--- config.mk ---
export PLATFORM = sky130hd
export DESIGN_NAME = mem_stage
export DESIGN_NICKNAME = d
export VERILOG_FILES = /design/src/rtl/mem_stage_pkg.sv /design/src/rtl/mem_stage_align.sv /design/src/rtl/mem_stage.sv
export SDC_FILE = /design/constraint.sdc
export NUM_CORES = 1
export LEC_CHECK = 0
export ABC_AREA = 0
export BUFFER_PORTS_ARGS = -buffer_cell sky130_fd_sc_hd__buf_2
export CELL_PAD_IN_SITES_DETAIL_PLACEMENT = 1
export CELL_PAD_IN_SITES_GLOBAL_PLACEMENT = 2
export CORE_MARGIN = 2
export CORE_UTILIZATION = 29
export CTS_CLUSTER_SIZE = 28
export DETAILED_ROUTE_END_ITERATION = 16
export PLACE_DENSITY_LB_ADDON = 0.1
export SETUP_SLACK_MARGIN = 0.3
export SLEW_MARGIN = 5
export SYNTH_ARGS = -nofsm -noshare
export SYNTH_HDL_FRONTEND = slang
export SYNTH_SLANG_ARGS = --single-unit
--- constraint.sdc ---
create_clock -name clk -period 4.2 [get_ports clk]
set_clock_uncertainty 0.2 [all_clocks]
set_input_delay 0.84 -clock clk [delete_from_list [all_inputs] [get_ports clk]]
set_output_delay 0.84 -clock clk [all_outputs]
set_load 0.02 [all_outputs]
--- src/rtl/mem_stage_pkg.sv ---
// Shared definitions for the memory stage: bus layouts, control bit positions
// and the FSM state encoding.
package mem_stage_pkg;

    localparam int EXE_MEM_W  = 106;
    localparam int MEM_WB_W   = 70;

    // Bit positions of mem_control inside the EXE->MEM bus
    localparam int CTRL_LOAD  = 105;
    localparam int CTRL_STORE = 104;
    localparam int CTRL_WORD  = 103;
    localparam int CTRL_SIGN  = 102;

    typedef enum logic [1:0] {
        ST_IDLE = 2'd0,
        ST_REQ  = 2'd1,
        ST_DONE = 2'd2
    } state_e;

    // Field view of the EXE->MEM bus; order matches the packed bit layout
    typedef struct packed {
        logic        inst_load;
        logic        inst_store;
        logic        ls_word;
        logic        lb_sign;
        logic [31:0] store_data;
        logic [31:0] alu_result;
        logic        rf_wen;
        logic [4:0]  rf_wdest;
        logic [31:0] pc;
    } exe_mem_t;

    function automatic logic [MEM_WB_W-1:0] pack_wb(input logic        rf_wen,
                                                    input logic [4:0]  rf_wdest,
                                                    input logic [31:0] result,
                                                    input logic [31:0] pc);
        return {rf_wen, rf_wdest, result, pc};
    endfunction

endpackage

--- src/rtl/mem_stage_align.sv ---
// Byte-lane steering for the memory stage: store lane enables / replication
// and load lane extraction with sign or zero extension.
module mem_align (
    input  logic        store_i,
    input  logic        word_i,
    input  logic        sign_i,
    input  logic [1:0]  addr_lo_i,
    input  logic [31:0] store_data_i,
    input  logic [31:0] rdata_i,
    output logic [3:0]  wen_o,
    output logic [31:0] wdata_o,
    output logic [31:0] load_data_o
);

    logic [7:0] lane [4];
    logic [7:0] sel_byte;

    for (genvar gi = 0; gi < 4; gi++) begin : g_lane
        assign lane[gi] = rdata_i[8*gi +: 8];
    end

    assign sel_byte = lane[addr_lo_i];

    always_comb begin
        wen_o       = 4'b0000;
        wdata_o     = word_i ? store_data_i : {4{store_data_i[7:0]}};
        load_data_o = rdata_i;
        if (store_i) begin
            wen_o = word_i ? 4'b1111 : (4'b0001 << addr_lo_i);
        end
        if (!word_i) begin
            load_data_o = {{24{sign_i & sel_byte[7]}}, sel_byte};
        end
    end

endmodule

--- src/rtl/mem_stage.sv ---
// Memory stage: non-memory instructions pass straight through in IDLE;
// loads/stores are latched and walked through IDLE -> REQ -> DONE.
module mem_stage
    import mem_stage_pkg::*;
(
    input  logic                 clk,
    input  logic                 reset,
    input  logic                 MEM_valid,
    input  logic [EXE_MEM_W-1:0] EXE_MEM_bus_r,
    output logic                 dm_req,
    output logic [31:0]          dm_addr,
    output logic [3:0]           dm_wen,
    output logic [31:0]          dm_wdata,
    input  logic                 dm_ack,
    input  logic [31:0]          dm_rdata,
    output logic                 MEM_over,
    output logic [MEM_WB_W-1:0]  MEM_WB_bus,
    output logic [31:0]          MEM_pc
);

    state_e               state_q, state_d;
    logic [EXE_MEM_W-1:0] bus_q, bus_d;
    logic [31:0]          result_q, result_d;

    exe_mem_t    live;
    exe_mem_t    lat;
    logic        live_is_mem;
    logic [3:0]  align_wen;
    logic [31:0] align_wdata;
    logic [31:0] align_load;

    assign live        = EXE_MEM_bus_r;
    assign lat         = bus_q;
    assign live_is_mem = EXE_MEM_bus_r[CTRL_LOAD] | EXE_MEM_bus_r[CTRL_STORE];

    mem_align u_align (
        .store_i      (bus_q[CTRL_STORE]),
        .word_i       (bus_q[CTRL_WORD]),
        .sign_i       (bus_q[CTRL_SIGN]),
        .addr_lo_i    (lat.alu_result[1:0]),
        .store_data_i (lat.store_data),
        .rdata_i      (dm_rdata),
        .wen_o        (align_wen),
        .wdata_o      (align_wdata),
        .load_data_o  (align_load)
    );

    // Address and data always come from the latched copy so they hold steady in REQ
    assign dm_addr  = {lat.alu_result[31:2], 2'b00};
    assign dm_wdata = align_wdata;

    always_comb begin
        state_d  = state_q;
        bus_d    = bus_q;
        result_d = result_q;
        MEM_over = 1'b0;
        dm_req   = 1'b0;
        dm_wen   = 4'b0000;
        case (state_q)
            ST_IDLE: begin
                if (MEM_valid) begin
                    if (live_is_mem) begin
                        bus_d   = EXE_MEM_bus_r;
                        state_d = ST_REQ;
                    end else begin
                        MEM_over = 1'b1;
                    end
                end
            end
            ST_REQ: begin
                dm_req = 1'b1;
                dm_wen = align_wen;
                if (dm_ack) begin
                    result_d = bus_q[CTRL_LOAD] ? align_load : lat.alu_result;
                    state_d  = ST_DONE;
                end
            end
            ST_DONE: begin
                MEM_over = 1'b1;
                state_d  = ST_IDLE;
            end
            default: state_d = ST_IDLE;
        endcase
        // Handshakes stay quiet for the whole reset cycle, not just after it
        if (reset) begin
            MEM_over = 1'b0;
            dm_req   = 1'b0;
            dm_wen   = 4'b0000;
        end
    end

    always_comb begin
        if (state_q == ST_IDLE) begin
            MEM_WB_bus = pack_wb(live.rf_wen, live.rf_wdest, live.alu_result, live.pc);
            MEM_pc     = live.pc;
        end else begin
            MEM_WB_bus = pack_wb(lat.rf_wen, lat.rf_wdest, result_q, lat.pc);
            MEM_pc     = lat.pc;
        end
    end

    always_ff @(posedge clk) begin
        if (reset) begin
            state_q  <= ST_IDLE;
            bus_q    <= '0;
            result_q <= '0;
        end else begin
            state_q  <= state_d;
            bus_q    <= bus_d;
            result_q <= result_d;
        end
    end

endmodule
* Yosys cells after proc, flatten, opt, wreduce, memory -nomap -nowiden
Index checks and enable logic that the tools add are counted.
W data, S select, Z words.
** Cells by class
- Magnitude comparators :: 1
- Eq/ne operators :: 5
- Shift-type cells :: 1
- Muxes and demuxes :: 22
- Bitwise operators :: 3
- Reduce and logical (&&, ||, !) cells :: 4
** Operators by type and width (count)
- $mux W32 :: 4
- $mux W70 :: 1
- $bmux W8 S2 :: 1
- $mux W4 :: 4
- $mux W8 :: 2
- $mux W2 :: 3
- $ne A2 B2 Y1 const B :: 3
- $reduce_and A3 Y1 :: 2
- $mux W1 :: 5
- $pmux W2 S2 :: 1
- $shl A1 B2 Y4 const A :: 1
- $ge A3 B3 Y1 const B :: 1
- $not A2 Y3 :: 1
- $eq A2 B1 Y1 const B :: 1
- $eq A2 B2 Y1 const B :: 1
- $logic_not A2 Y1 :: 1
- $pmux W1 S2 :: 1
- $reduce_and A2 Y1 :: 1
- $and A1 B1 Y1 :: 1
- $or A1 B1 Y1 :: 1
** Word-level totals
- Register bits :: 140
- Input port bits :: 142
- Output and inout port bits :: 172
- Logic and storage cells :: 39

* Logic depth before layout (Yosys ltp)
- Word-level depth :: 7
- Gate-level depth with buffers :: 7
- Mapped depth without buffers :: 3

* Cells and area by module
A second synthesis with hierarchy kept.
** Unflattened totals
- Cells, all modules :: 941
- Area, all modules :: 7936.4 sq um
** Modules (own cells, without submodules)
- mem_stage :: times used 1, cells an instance 761, area each 6989.2 sq um, sequential area each 2802.7 sq um
- mem_align :: times used 1, cells an instance 180, area each 947.2 sq um, sequential area each 0.0 sq um

* Least setup slack after synthesis
OpenSTA, ideal clock, no wires.
- Path type :: input to output
- From :: input port reset
- To :: output port dm_wen[0]
- Arrival :: 2236 ps
- Path slack :: 924 ps
- Cell stages on the path :: 4
- Path buffers :: 1
- Cell sequence :: clkbuf_1 nor3b_1 nand2_1 nor2_1
** On the way
- Word-level cells in the longest chain between the ends :: 1
** RTL lines
- start: declaration :: RTL line mem_stage.sv:7 : input logic reset,
- $mux W4 :: RTL line mem_stage.sv:85 : if (reset) begin
- end: declaration :: RTL line mem_stage.sv:12 : output logic [3:0] dm_wen,
Every way passes these cells.

* Worst setup path in the final report
- From :: register state_q[1]
- To :: output port MEM_WB_bus[31]
** On the way
- Word-level cells in the longest chain between the ends :: 2
** RTL lines
- start: declaration :: RTL line mem_stage.sv:21 : state_e state_q, state_d;
- start signal: assignment :: RTL line mem_stage.sv:108 : state_q <= state_d;
- $logic_not A2 Y1 :: RTL line mem_stage.sv:93 : if (state_q == ST_IDLE) begin
- $mux W70 :: RTL line mem_stage.sv:93
- end: declaration :: RTL line mem_stage.sv:17 : output logic [MEM_WB_W-1:0] MEM_WB_bus,
Every way passes these cells.

==> qor.csv <==
metric,value,unit
vias in the first global route,7766,
Setup TNS,0,ns
outcome,completed,
Std-Cell Core Area,26060,sq um
P_int,2.779,mW
RSZ-0062 raised after global routing,no,
synth-to-layout area growth,23.37,%
post-DP HPWL,19850,um
Initial Utilization,0.2952,
required time of the worst setup path,3.16,ns
share of layout cells above drive strength 1,0.3882,
r2r setup slk,1.98,ns
crit path launch type,register,
first-pass GRT wire length,46260,um
DR vias,7588,
post-synthesis cell area,7692,sq um
peak supply drop,0.0001881,V
Yosys top cell area share,0.3643,
root buf cell,clkbuf_16,
total power,4.036,mW
clock transition at the registers of the reported paths,0.06,ns
Site Rows,59,
Filler Cell Count,3224,
Clock Path Buffers,2,
register area share after synthesis,0.3643,
Rel. slew slack,0.2723,
CTS Hold Bufs,0,
Die H,166.9,um
Commonest cells post-synth,"140 x dfxtp_1, 126 x o21ai_0, 118 x a21oi_1",
grt peak-use layer,met2,
Synth area leader,dfxtp_1,
Post-synth EDFFs,0,
Resize count post-CTS,0,
most common cell in the netlist,dfxtp_1,
Flop pwr share,0.358,
DRT Pass-1 Iters,4,
largest net degree at the start of global routing,147,
Slew @ Worst Pin,1.092,ns
Overflow after GRT,0,
Synth Flop Type,dfxtp_1,
Mapped Avg Cell Area,8.013,sq um
Psw,1.256,mW
YS warnings,0,
Synth area leaders,"dfxtp_1 36%, mux2_2 10%, o21ai_0 8.2%, a21oi_1 7.7%, buf_4 7.5%",
Slowest cell on crit path,dfxtp_1,
Setup CP Type,register to output port,
Sw Share,0.3113,
Clk network pwr share,0.420,
TritonCTS clock tree,yes,
die area,27840,sq um
Vias per Instance,5.106,
max cap viols,0,
GRT Total Usage,0.2102,
final setup fails,0,
Leak Pwr,4.079,nW
# DRC,0,
M3 GR Usage,0.06345,
Detail Route Antenna Nets,0,
# port buffers,311,
Fin. Hold Viols,0,
max incr delay on CP,0.42,ns
IO Pins,314,
Post CTS Setup Buffer Count,0,
clk sink count,140,
fmax,321.8,MHz
Hold WC Path Type,register to register,
RePlAce Congestion,0.7566,
met1 Use GR,0.2700,
post-synth cell types,39,
crit end category,output port,
initial antenna violation count,7,
worst path cell trace,"nor2_4, buf_4, mux2_2, buf_2",
drt initial violations,401,
WL per Instance,20.18,um
M2 GR Usage,0.3494,
Final #Nets,1279,
crit path time final,3.107,ns
"Max FO, Critical Path",26,
"Slew Viols, Final",0,
Pwr per Cell Area,425.2,nW/um^2
CTS H-tree depth,4,
clk_lat worst skew,0.42,ns
Die Wd,166.9,um
critical path arrival,2.07,ns
Syn Inst Count,960,
Logic pwr share,0.222,
asr flop ratio synth,0,
TritonCTS Buffers,17,
DRT Wirelength,29990,um
Synth Register Bits,140,
period utilization,0.7398,
-- power groups by stage --
stage               Clock (mW)  Sequential (mW)  Combinational (mW)
CTS                       1.75             1.45               0.911
finish                    1.70             1.44               0.895
global placement             0             1.47               0.904
floorplan                    0             1.46               0.659
global route              1.81             1.45               0.972
detailed placement           0             1.47               0.908
-- per-stage QoR --
step | hold slack [ns] | worst slack (ns) | utilization | instances | area, sq um
6_report | 0.2771 | 1.093 | 0.3642 | 1486 | 9490
5_1_grt | 0.2990 | 0.9716 | 0.3640 | 1484 | 9485
4_1_cts | 0.2775 | 1.046 | 0.3640 | 1484 | 9485
3_5_place_dp | 0.2689 | 1.159 | 0.3393 | 1453 | 8842
3_3_place_gp | 0.2625 | 1.195 | 0.3393 | 1453 | 8842
2_1_floorplan | 0.2486 | 0.9238 | - | 961 | 7696
-- placed cells by master, fill, tap and decap left out, types with 16 or more instances in the layout --
cell | netlist | final
nand2_1 | 115 | 115
dfxtp_1 | 140 | 138
buf_4 | 77 | 16
buf_2 | 22 | 310
a221oi_1 | 22 | 22
clkbuf_16 | 0 | 17
nand3_1 | 104 | 104
mux2_2 | 70 | 70
o21ai_0 | 126 | 126
a21oi_1 | 118 | 118
-- worst max-delay path: cells and delay by family, from the launching register on --
family,cells,cell delay (ns)
buffers and inverters,2,0.55
DFF,1,0.42
muxes,1,0.40
and+or+nand+nor,1,0.25
-- sequential cells by signal, indices dropped and copies added (netlist names) --
signal / count
bus_q: 106
result_q: 32
state_q: 2
-- routing by layer --
layer | vias up | part of all wire
li1 | 3691 | -
met1 | 3644 | 0.45
met2 | 216 | 0.48
met3 | 27 | 0.065
met4 | 10 | 0.011
met5 | - | 0.0022
-- final timing paths --
path / startpoint / endpoint / cells after the start
worst max register to register: bus_q[38] / result_q[19] / 3
worst min register to register: bus_q[79] / bus_q[79] / 2
worst min-delay path: bus_q[79] / bus_q[79] / 2
worst max-delay path: state_q[1] / MEM_WB_bus[31] / 4
-- logic make-up after synthesis --
family	share of synthesized area
AO/OA/AOI/OAI	0.2271
buffers and inverters	0.1344
flip-flops	0.3643
multiplexers	0.1171
other	0.0004875
AND/OR/NAND/NOR	0.1566
-- cell type report --
class                      count  area [sq um]  share of cell area
multi-input combinational    644          3884              0.4092
timing repair buffer         328          1712              0.1804
antenna                        2         5.005           0.0005274
clock inverter                12         210.2             0.02215
clock buffer                  19         432.9             0.04562
inverter                       6         22.52            0.002373
sequential                   140          2805              0.2956
tap                          335         419.2             0.04417
(Power assumes the default switching activity.)
